[config.mk]
export PLATFORM = sky130hd
export DESIGN_NAME = fcmp_ctrl
export DESIGN_NICKNAME = d
export VERILOG_FILES = /design/src/rtl/fcmp_ctrl.sv
export SDC_FILE = /design/constraint.sdc
export NUM_CORES = 1
export LEC_CHECK = 0
export CAP_MARGIN = 10
export CELL_PAD_IN_SITES_DETAIL_PLACEMENT = 0
export CELL_PAD_IN_SITES_GLOBAL_PLACEMENT = 1
export CORE_UTILIZATION = 27
export CTS_CLUSTER_SIZE = 10
export DETAILED_ROUTE_END_ITERATION = 12
export PLACE_DENSITY = 0.86
export SLEW_MARGIN = 30
export SYNTH_ARGS = -nofsm -noshare
export SYNTH_HDL_FRONTEND = slang
export SYNTH_SLANG_ARGS = --single-unit
[constraint.sdc]
create_clock -name clk -period 2.5 [get_ports clk]
set_input_delay 0.5 -clock clk [delete_from_list [all_inputs] [get_ports clk]]
set_output_delay 0.5 -clock clk [all_outputs]
set_load 0.01 [all_outputs]
[src/rtl/fcmp_ctrl.sv]
// RV32F compare controller: FEQ/FLT/FLE (plus FMIN/FMAX when FCMP_MINMAX_EN is defined),
// with NaN/illegal-op fast path and a single-cycle shared-comparator sample.
module fcmp_ctrl #(
  parameter int TAG_W = 4
) (
  input  logic             clk,
  input  logic             rst,
  input  logic             req_valid,
  output logic             req_ready,
  input  logic [2:0]       req_op,
  input  logic [31:0]      req_a,
  input  logic [31:0]      req_b,
  input  logic [TAG_W-1:0] req_tag,
  output logic [31:0]      cmp_a,
  output logic [31:0]      cmp_b,
  input  logic             cmp_l,
  input  logic             cmp_e,
  input  logic             cmp_g,
  output logic             rsp_valid,
  input  logic             rsp_ready,
  output logic [31:0]      rsp_data,
  output logic             rsp_nv,
  output logic [TAG_W-1:0] rsp_tag
);

  localparam logic [1:0] IDLE = 2'd0;
  localparam logic [1:0] CMP  = 2'd1;
  localparam logic [1:0] RESP = 2'd2;

  localparam logic [2:0] OP_FEQ  = 3'b000;
  localparam logic [2:0] OP_FLT  = 3'b001;
  localparam logic [2:0] OP_FLE  = 3'b010;
`ifdef FCMP_MINMAX_EN
  localparam logic [2:0] OP_FMIN = 3'b011;
  localparam logic [2:0] OP_FMAX = 3'b100;
`endif

  localparam logic [31:0] CANON_NAN = 32'h7FC0_0000;

  logic [1:0]  state;
  logic        rdy_en;
  logic [2:0]  op_q;
  logic [31:0] a_q, b_q;

  // Held low through reset and set on the first clock afterwards.
  assign req_ready = rdy_en && (state == IDLE);
  assign rsp_valid = (state == RESP);

  logic a_nan, b_nan, a_snan, b_snan, any_nan, any_snan, op_legal, fast;
  logic [31:0] fast_data;
  logic        fast_nv;

  assign a_nan    = (&req_a[30:23]) && (|req_a[22:0]);
  assign b_nan    = (&req_b[30:23]) && (|req_b[22:0]);
  assign a_snan   = a_nan && !req_a[22];
  assign b_snan   = b_nan && !req_b[22];
  assign any_nan  = a_nan || b_nan;
  assign any_snan = a_snan || b_snan;
`ifdef FCMP_MINMAX_EN
  assign op_legal = (req_op <= 3'd4);
`else
  assign op_legal = (req_op <= 3'd2);
`endif
  assign fast = any_nan || !op_legal;

  always_comb begin
    fast_data = '0;
    fast_nv   = 1'b0;
    if (op_legal) begin
      case (req_op)
        OP_FEQ:         fast_nv = any_snan;
        OP_FLT, OP_FLE: fast_nv = any_nan;
`ifdef FCMP_MINMAX_EN
        OP_FMIN, OP_FMAX: begin
          fast_nv = any_snan;
          if (a_nan && b_nan) fast_data = CANON_NAN;
          else if (a_nan)     fast_data = req_b;
          else                fast_data = req_a;
        end
`endif
        default: ;
      endcase
    end
  end

  logic sa, sb, z, eq, lt;
  logic [31:0] norm_data;

  assign sa = a_q[31];
  assign sb = b_q[31];
  assign z  = (a_q[30:0] == 31'd0) && (b_q[30:0] == 31'd0);
  assign eq = z || ((sa == sb) && cmp_e);
  assign lt = !z && ((sa && !sb) || (!sa && !sb && cmp_l) || (sa && sb && cmp_g));

  always_comb begin
    norm_data = '0;
    case (op_q)
      OP_FEQ: norm_data = {31'd0, eq};
      OP_FLT: norm_data = {31'd0, lt};
      OP_FLE: norm_data = {31'd0, lt || eq};
`ifdef FCMP_MINMAX_EN
      // Opposite-signed zeros compare equal, so pick by sign rather than lt.
      OP_FMIN: norm_data = (z && (sa != sb)) ? (sa ? a_q : b_q) : (lt ? a_q : b_q);
      OP_FMAX: norm_data = (z && (sa != sb)) ? (sa ? b_q : a_q) : (lt ? b_q : a_q);
`endif
      default: norm_data = '0;
    endcase
  end

  always_ff @(posedge clk or posedge rst) begin
    if (rst) begin
      state    <= IDLE;
      rdy_en   <= 1'b0;
      op_q     <= '0;
      a_q      <= '0;
      b_q      <= '0;
      cmp_a    <= '0;
      cmp_b    <= '0;
      rsp_data <= '0;
      rsp_nv   <= 1'b0;
      rsp_tag  <= '0;
    end else begin
      rdy_en <= 1'b1;
      case (state)
        IDLE: begin
          if (req_valid && req_ready) begin
            op_q    <= req_op;
            a_q     <= req_a;
            b_q     <= req_b;
            rsp_tag <= req_tag;
            cmp_a   <= {1'b0, req_a[30:0]};
            cmp_b   <= {1'b0, req_b[30:0]};
            if (fast) begin
              rsp_data <= fast_data;
              rsp_nv   <= fast_nv;
              state    <= RESP;
            end else begin
              state <= CMP;
            end
          end
        end
        CMP: begin
          rsp_data <= norm_data;
          rsp_nv   <= 1'b0;
          state    <= RESP;
        end
        RESP: begin
          if (rsp_ready) state <= IDLE;
        end
        default: state <= IDLE;
      endcase
    end
  end

endmodule

==> results.ini, run 1 <==
[outcome]
status=finished clean

[detailed_routing]
vias=3303
first_pass_iters=4
wl_mm=11.51
drc=0
highest_layer=met4
drtIter0Drc=80
wirelength_met1_mm=5.117
wl_met3_um=606
wl_met2_mm=5.484
ant_nets=0
wl_per_cell_um=15.15
drt-vias-per-instance=4.346

[floorplanning]
dieArea_mm2=0.01543
num_io_pins=181
die_h_um=124.2
num_rows=44
chipWidth_um=124.2
start_util=0.2775
core_area_mm2=0.01453

[synth]
ys_seq_area_frac=0.4716
synth_area_per_cell_um2=8.366
synth_warnings=0
syn_inst=482
syn_area_mm2=0.004033
synth-seq-cells=76
ys_types=32

[grt]
grt_remaining_overflow=0
antenna_found_initial=0
grt_pass1_vias=3258
globalRouteTotalUtil=0.1517
grt_first_pass_wirelength_mm=17.98
grt_max_degree=77

[setup_path]
path_buf_inv=1
path_cells=nor3b_2 > clkdlybuf4s50_1
worst-r2r-setup-slack_ns=0.51
crit_family=buffers and inverters
cpPeakStageDelay_ns=0.59
cp-end-kind=output pin
worstPathArrival_ns=1.66
critical_path.max_fanout=3
critPathLaunchType=flop
crit_type=flop to output pin
r2r_end=rsp_data[0]$_DFFE_PP0P_
slowest_stage=clkdlybuf4s50_1
r2r_start=a_q[26]$_DFFE_PP0P_
r2r.worst_path.cells=5
worstPathRequired_ns=2.00

[clock_network]
clk_latency_ns=0.34
cts-resized-gates=0
cts_hold_buffers=0
cts-root-buf=clkbuf_16
cts_buffers=9
post_cts_buffers=0
cts.sinks=76
htreeDepth=3
clk_pin_slew_ns=0.06
clockBufferDepth=2
cts_tree=done

[sta]
rsz0062_at_grt=no
min_period_ns=2.161
fin_crit_sh=0.8644
max_freq_mhz=462.8
slew_violations=0
skew_ns=0.004391
finalSetupTns_ns=0
hold_violations=0
worst_slew_pin_slew_ns=0.5874
setup_viol=0
max_slew_margin=0.6048

[power_and_ir_drop]
irDropWorstVdd_mv=0.3348
clkPwrFrac=0.311
power_density_mw_per_mm2=839.1
cellLeakagePower_nw=2.552
pwr-share-seq=0.387
p_switching_mw=1.413
total_power_mw=4.600
internal-power_mw=3.187
power_frac_comb=0.302
swShare=0.3072

[finish]
drive_above_1_share=0.05903
layout_commonest_cell=nand2_1
final_util=0.3772
syn_to_final_growth_pct=35.93
nets=652
mostFrequentLayoutCells=nand2_1, clkdlybuf4s50_1, dfrtp_1, conb_1, nor4_1
diodes=0

[worst_hold_path]
hold_start=rsp_tag[1]$_DFFE_PP0P_
whs_path_depth=2
min_to=rsp_tag[1]$_DFFE_PP0P_
min_path_type=flop to flop

[placed_design]
dpl.hpwl_mm=8.829
place_congestion=0.7828
port_buffers=147

[job]
drv_cap=0

-- cells by family after synthesis --
group	after synthesis	synth area share
simple gates	272	0.2886
buf+inv	114	0.2014
flops	76	0.4716
compound gates	14	0.02513
fa+ha+maj	3	0.009309
other cells	2	0.001862
xor+xnor	1	0.002172
-- registers in the layout, indices dropped and copies added (netlist names) --
signal    count
b_q          32
op_q          3
state         2
rsp_data      1
rsp_tag       4
a_q          32
rsp_nv        1
rdy_en        1
-- power by group through the flow --
stage                     Sequential, mW  Combinational, mW  Clock (mW)
after floorplan                     1.73              0.933           0
after global placement              1.79               1.38           0
after detailed placement            1.81               1.40           0
after CTS                           1.79               1.41        1.46
after global routing                1.83               1.51        1.51
final                               1.78               1.39        1.43
-- final cells by class --
cell class / count / area, µm²
Clock buffer: 10 / 239.0
Clock inverter: 6 / 87.58
Fill cell: 1466 / 9052
Inverter: 4 / 16.27
Multi-Input combinational cell: 324 / 1443
Sequential cell: 76 / 1902
Tap cell: 184 / 230.2
Timing Repair Buffer: 156 / 1564
-- Yosys cell counts (all sizes together) --
master / number / area [µm²]
nand2: 214 / 803.3
buf: 103 / 770.7
dfrtp: 76 / 1902
nor4: 26 / 168.9
nand4: 10 / 62.56
clkbuf: 7 / 26.28
o21ai: 7 / 38.78
nand3: 5 / 25.02
nor2: 5 / 18.77
inv: 4 / 15.01
nor3: 4 / 20.02
ha: 3 / 37.54
and3: 2 / 12.51
conb: 2 / 7.510
nand2b: 2 / 20.02
a21oi: 1 / 5.000
a221o: 1 / 10.01
a221oi: 1 / 8.760
and2: 1 / 6.260
nor2b: 1 / 6.260
nor3b: 1 / 12.51
o211ai: 1 / 12.51
o221ai: 1 / 8.760
o22a: 1 / 10.01
o31ai: 1 / 7.510
or4: 1 / 7.510
xnor2: 1 / 8.760
-- worst min-delay path, stage by stage (launching register included) --
cell	delay, ns
dfrtp_1	0.34
nand2_1	0.05
nand2_1	0.06
-- worst max path at each step --
stage / startpoint / endpoint / cells after the start
2_1_floorplan: rst / a_q[0]$_DFFE_PP0P_ / 1
3_3_place_gp: req_a[22] / state[1]$_DFFE_PP0P_ / 6
3_5_place_dp: req_b[16] / state[1]$_DFFE_PP0P_ / 6
4_1_cts: state[0]$_DFFE_PP0P_ / req_ready / 2
5_1_grt: state[0]$_DFFE_PP0P_ / req_ready / 2
6_report: state[0]$_DFFE_PP0P_ / req_ready / 2
-- routing by layer --
metal  up-vias  GRT usage
li1       1603          -
met1      1557     0.1916
met2       127     0.2454
met3        16    0.03276
met4         0    0.07229
met5         -          0
-- through the flow --
stage | area (µm²) | std cells | worst slack, ns | hold WS [ns]
6_report | 5482 | 760 | 0.3391 | 0.4819
5_1_grt | 5482 | 760 | 0.2696 | 0.5213
4_1_cts | 5482 | 760 | 0.3117 | 0.4890
3_5_place_dp | 5155 | 744 | 0.1685 | 0.4687
3_3_place_gp | 5155 | 744 | 0.2012 | 0.4651
2_1_floorplan | 4153 | 514 | 0.06167 | 0.4610
Power figures use the tool's default switching activity.
==> inputs of run 2 (changes only) <==
--- a/config.mk
+++ b/config.mk
@@ -8,10 +8,12 @@
 export CAP_MARGIN = 10
 export CELL_PAD_IN_SITES_DETAIL_PLACEMENT = 0
 export CELL_PAD_IN_SITES_GLOBAL_PLACEMENT = 1
-export CORE_UTILIZATION = 27
+export CORE_MARGIN = 10
+export CORE_UTILIZATION = 28
+export CTS_BUF_LIST = sky130_fd_sc_hd__clkbuf_4
 export CTS_CLUSTER_SIZE = 10
 export DETAILED_ROUTE_END_ITERATION = 12
-export PLACE_DENSITY = 0.86
+export PLACE_DENSITY = 0.89
 export SLEW_MARGIN = 30
 export SYNTH_ARGS = -nofsm -noshare
 export SYNTH_HDL_FRONTEND = slang
==> run 2 against run 1 <==
Net effect: utilization up 0.28 points; combinational power about the same; die area up 27%; sequential power about the same; total power down 15%; global-route usage down 2.3 points; sequential cell count unchanged; fmax down 5.5%; via count up 0.51%; sequential share of layout area up 1.1 points; largest cell class unchanged.
==> results.ini, run 2 (synthesis gave the netlist of run 1 again) <==
[clock_network]
clk_pin_slew_ns=0.13  ; was 0.06 ns
cts-resized-gates=0  ; unchanged
cts_tree=done  ; unchanged
cts.sinks=76  ; unchanged
cts_buffers=9  ; unchanged
clockBufferDepth=2  ; unchanged
post_cts_buffers=0  ; unchanged
cts-root-buf=clkbuf_4  ; was clkbuf_16
cts_hold_buffers=0  ; unchanged
htreeDepth=3  ; unchanged
clk_latency_ns=0.44  ; was 0.34 ns

[detailed_routing]
wl_per_cell_um=16.88  ; was 15.15 µm
ant_nets=0  ; unchanged
drt-vias-per-instance=4.357  ; was 4.346
drtIter0Drc=179  ; was 80
first_pass_iters=4  ; unchanged
drc=0  ; unchanged
wl_mm=12.86  ; was 11.51 mm
vias=3320  ; was 3303

[finish]
mostFrequentLayoutCells=nand2_1, clkdlybuf4s50_1, dfrtp_1, conb_1, nor4_1  ; unchanged
layout_commonest_cell=nand2_1  ; unchanged
nets=656  ; was 652
reg_top3=a_q (32), b_q (32), rsp_tag (4)  ; unchanged
syn_to_final_growth_pct=31.80  ; was 35.93%
drive_above_1_share=0.06207  ; was 0.05903

[sta]
fin_crit_sh=0.9146  ; was 0.8644
finalSetupTns_ns=0  ; unchanged
slew_violations=0  ; unchanged
worst_slew_pin_slew_ns=0.5164  ; was 0.5874 ns
hold_violations=0  ; unchanged
holdWs_ns=0.3880  ; was 0.4819 ns
skew_ns=0.01704  ; was 0.004391 ns
max_slew_margin=0.6553  ; was 0.6048
min_period_ns=2.287  ; was 2.161 ns
setup_viol=0  ; unchanged
rsz0062_at_grt=no  ; unchanged
max_freq_mhz=437.3  ; was 462.8 MHz

[floorplanning]
chipWidth_um=140.0  ; was 124.2 µm
start_util=0.2883  ; was 0.2775
die_h_um=140.0  ; was 124.2 µm
num_rows=43  ; was 44
dieArea_mm2=0.01960  ; was 0.01543 mm²
num_io_pins=181  ; unchanged
core_area_mm2=0.01399  ; was 0.01453 mm²

[placed_design]
port_buffers=147  ; unchanged
place_congestion=0.8014  ; was 0.7828
dpl.hpwl_mm=10.46  ; was 8.829 mm

[job]
drv_cap=0  ; unchanged

[power_and_ir_drop]
irDropWorstVdd_mv=0.2194  ; was 0.3348 mV
total_power_mw=3.930  ; was 4.600 mW
cellLeakagePower_nw=2.493  ; was 2.552 nW
power_density_mw_per_mm2=739.4  ; was 839.1 mW/mm²

[setup_path]
cp-end-kind=output pin  ; unchanged
worstPathArrival_ns=1.79  ; was 1.66 ns
worstPathRequired_ns=2.00  ; about the same
crit_type=flop to output pin  ; unchanged
critical_path.max_fanout=3  ; unchanged
worst-r2r-setup-slack_ns=0.50  ; was 0.51 ns
critPathLaunchType=flop  ; unchanged
r2r.worst_path.cells=6  ; was 5

[grt]
globalRouteTotalUtil=0.1283  ; was 0.1517
grt_pass1_vias=3516  ; was 3258
grt_max_degree=32  ; was 77
grt_first_pass_wirelength_mm=19.83  ; was 17.98 mm
grt_remaining_overflow=0  ; unchanged
antenna_found_initial=2  ; was 0

[outcome]
status=finished clean  ; unchanged

[worst_hold_path]
min_path_type=primary input to async pin  ; was flop to flop

run 2: where the power goes:
part           switching, mW  internal [mW]  total, mW
combinational          0.641          0.771       1.41
sequential             0.255           1.52       1.78
clock                  0.437          0.306      0.743
run 2: final cells by class:
| cell class | instances | area [µm²] |
|---|---|---|
| repair buffers | 160 | 1594 |
| clock inverters | 6 | 55.05 |
| inverters | 4 | 16.27 |
| diodes | 2 | 5.005 |
| clock buffers | 10 | 75.07 |
| multi-input cells | 324 | 1443 |
| well taps | 180 | 225.2 |
| flip-flops and latches | 76 | 1902 |
| fillers | 1433 | 8673 |
run 2: worst max-delay path, stage by stage (launching register included):
cell             delay (ns)
dfrtp_1                0.45
nor3b_2                0.30
clkdlybuf4s50_1        0.60
run 2: layer usage:
metal  routed length, µm  vias to the layer above  track usage
met5                   0                        -            0
met4                 238                        0      0.05326
li1                    -                     1621            -
met3                 974                       19      0.04260
met2                5977                      128       0.2047
met1                5668                     1552       0.1550
run 2: stage by stage:
| step | area (µm²) | cells | worst slack, ns | util |
|---|---|---|---|---|
| 2_1_floorplan | 4153 | 514 | 0.06167 | - |
| 3_3_place_gp | 5180 | 744 | 0.1577 | 0.3703 |
| 3_5_place_dp | 5180 | 744 | 0.1101 | 0.3703 |
| 4_1_cts | 5310 | 760 | 0.1603 | 0.3796 |
| 5_1_grt | 5313 | 761 | 0.1092 | 0.3798 |
| 6_report | 5315 | 762 | 0.2135 | 0.3800 |
run 2: path summary, 6_finish.rpt:
path                                        start                 endpoint
setup / recovery             state[0]$_DFFE_PP0P_                req_ready
hold / removal                                rst      b_q[23]$_DFFE_PP0P_
setup reg to reg               b_q[2]$_DFFE_PP0P_  rsp_data[0]$_DFFE_PP0P_
hold reg to reg            rsp_tag[1]$_DFFE_PP0P_   rsp_tag[1]$_DFFE_PP0P_
max in group asynchronous                     rst      b_q[12]$_DFFE_PP0P_
min in group clk           rsp_tag[1]$_DFFE_PP0P_   rsp_tag[1]$_DFFE_PP0P_
==> inputs of run 3 (changes only) <==
--- a/config.mk
+++ b/config.mk
@@ -13,7 +13,8 @@
 export CTS_BUF_LIST = sky130_fd_sc_hd__clkbuf_4
 export CTS_CLUSTER_SIZE = 10
 export DETAILED_ROUTE_END_ITERATION = 12
-export PLACE_DENSITY = 0.89
+export PLACE_DENSITY_LB_ADDON = 0.1
+export REMOVE_ABC_BUFFERS = 1
 export SLEW_MARGIN = 30
 export SYNTH_ARGS = -nofsm -noshare
 export SYNTH_HDL_FRONTEND = slang
==> run 3 against run 2 <==
Net effect: register-to-register slack got worse by 0.03 ns; cell count fell by 1.7%; sequential share of layout area rose by 0.61 points; clock skew barely moved; critical path depth did not move; critical endpoint unchanged; first-iteration DRC count fell by 25%; routed wire length rose by 2.2%; count of clock-buffer cells in the layout rose by 1.
==> results.ini, run 3 (synthesis gave the netlist of run 1 again) <==
[clock_network]
cts.sinks=76  ; unchanged
cts_hold_buffers=0  ; unchanged
cts_tree=done  ; unchanged
post_cts_buffers=0  ; unchanged
clk_pin_slew_ns=0.13  ; about the same
clk_latency_ns=0.45  ; was 0.44 ns
htreeDepth=3  ; unchanged
cts_buffers=9  ; unchanged
cts-resized-gates=0  ; unchanged
clockBufferDepth=2  ; unchanged
cts-root-buf=clkbuf_4  ; unchanged

[placed_design]
port_buffers=147  ; unchanged
dpl.hpwl_mm=10.20  ; was 10.46 mm
place_area_mm2=0.005140  ; was 0.005180 mm²
place_congestion=0.7577  ; was 0.8014
dp.cells=737  ; was 744

[finish]
final_util=0.3736  ; was 0.3800
syn_to_final_growth_pct=29.60  ; was 31.80%
mostFrequentLayoutCells=nand2_1, clkdlybuf4s50_1, dfrtp_1, conb_1, nor4_1  ; unchanged
nets=649  ; was 656
fin_area_mm2=0.005226  ; was 0.005315 mm²
drive_above_1_share=0.04569  ; was 0.06207
reg_top3=a_q (32), b_q (32), rsp_tag (4)  ; unchanged
final_cells=749  ; was 762
diodes=0  ; was 2
fillers=1476  ; was 1433
layout_commonest_cell=nand2_1  ; unchanged

[detailed_routing]
drc=0  ; unchanged
drt-vias-per-instance=4.280  ; was 4.357
vias=3206  ; was 3320
wl_per_cell_um=17.55  ; was 16.88 µm
wl_mm=13.15  ; was 12.86 mm
ant_nets=0  ; unchanged
first_pass_iters=4  ; unchanged
drtIter0Drc=134  ; was 179

[setup_path]
worst-r2r-setup-slack_ns=0.47  ; was 0.50 ns
cpPeakStageDelay_ns=0.59  ; was 0.60 ns
worstPathRequired_ns=2.00  ; about the same
path_buf_inv=1  ; unchanged
r2r.worst_path.cells=5  ; was 6
worstPathArrival_ns=1.74  ; was 1.79 ns
crit_family=buffers and inverters  ; unchanged
crit_type=flop to output pin  ; unchanged
cp-end-kind=output pin  ; unchanged
r2r_end=rsp_data[0]$_DFFE_PP0P_  ; unchanged
critPathLaunchType=flop  ; unchanged
r2r_start=a_q[8]$_DFFE_PP0P_  ; was b_q[2]$_DFFE_PP0P_
slowest_stage=clkdlybuf4s50_1  ; unchanged
path_cells=nor3b_2 > clkdlybuf4s50_1  ; unchanged
critical_path.max_fanout=3  ; unchanged

[grt]
grt_remaining_overflow=0  ; unchanged
antenna_found_initial=0  ; was 2
grt_first_pass_wirelength_mm=20.62  ; was 19.83 mm
grt_max_degree=73  ; was 32
globalRouteTotalUtil=0.1330  ; was 0.1283
grt_pass1_vias=3533  ; was 3516

[power_and_ir_drop]
irDropWorstVdd_mv=0.3277  ; was 0.2194 mV
power_density_mw_per_mm2=725.0  ; was 739.4 mW/mm²
total_power_mw=3.789  ; was 3.930 mW
cellLeakagePower_nw=2.444  ; was 2.493 nW

[outcome]
status=finished clean  ; unchanged

[floorplanning]
chipWidth_um=140.0  ; unchanged
die_h_um=140.0  ; unchanged
core_area_mm2=0.01399  ; unchanged
num_rows=43  ; unchanged
num_io_pins=181  ; unchanged
start_util=0.2883  ; unchanged
dieArea_mm2=0.01960  ; unchanged

[sta]
skew_ns=0.01752  ; was 0.01704 ns
rsz0062_at_grt=no  ; unchanged
finalSetupTns_ns=0  ; unchanged
slew_violations=0  ; unchanged
fin_crit_sh=0.8943  ; was 0.9146
setup_viol=0  ; unchanged
hold_violations=0  ; unchanged
max_freq_mhz=447.3  ; was 437.3 MHz
min_period_ns=2.236  ; was 2.287 ns
max_slew_margin=0.6204  ; was 0.6553
worst_slew_pin_slew_ns=0.5642  ; was 0.5164 ns

[worst_hold_path]
min_path_type=primary input to async pin  ; unchanged

[job]
drv_cap=0  ; unchanged

[run 3: area by class of cell]
class | count | area (µm²) | share of cell area
flip-flops and latches | 76 | 1902 | 0.3639
repair buffers | 153 | 1554 | 0.2973
multi-input cells | 324 | 1443 | 0.2760
well taps | 180 | 225.2 | 0.04309
clock buffers | 11 | 82.58 | 0.01580
inverters | 4 | 16.27 | 0.003112
clock inverters | 1 | 3.754 | 0.0007182
[run 3: metal layers]
metal	GRT usage	vias to the layer above	wire length [µm]
met5	0	-	0
met4	0.02446	0	97
met3	0.06322	7	1037
met2	0.2118	102	6170
met1	0.1611	1511	5841
li1	-	1586	-
[run 3: how the worst max path moves through the flow]
stage	start	endpoint	slack [ns]	cells past startpoint
finish	state[0]$_DFFE_PP0P_	req_ready	0.26	2
global route	state[0]$_DFFE_PP0P_	req_ready	0.15	2
CTS	state[0]$_DFFE_PP0P_	req_ready	0.21	2
detailed placement	req_b[16]	state[1]$_DFFE_PP0P_	0.14	6
global placement	req_b[16]	state[1]$_DFFE_PP0P_	0.17	6
floorplan	state[0]$_DFFE_PP0P_	rsp_data[0]$_DFFE_PP0P_	-0.1	4
[run 3: worst reg2reg max path, cell delays in order, from the launching register on]
cell and delay [ns]:
dfrtp_1 0.42, nor4_1 0.54, nand4_1 0.27, nor4_2 0.42, o22a_2 0.22, o211ai_2 0.06
[run 3: power breakdown]
group | internal (mW) | switching, mW
logic | 0.758 | 0.646
clock network | 0.203 | 0.414
registers | 1.52 | 0.247
total | 2.48 | 1.31
[run 3: stage by stage]
stage | setup slack (ns) | hold slack (ns)
4_1_cts | 0.2080 | 0.3759
5_1_grt | 0.1509 | 0.3993
6_report | 0.2643 | 0.3991
2_1_floorplan | -0.09658 | 0.4610
3_5_place_dp | 0.1393 | 0.4623
3_3_place_gp | 0.1725 | 0.4588
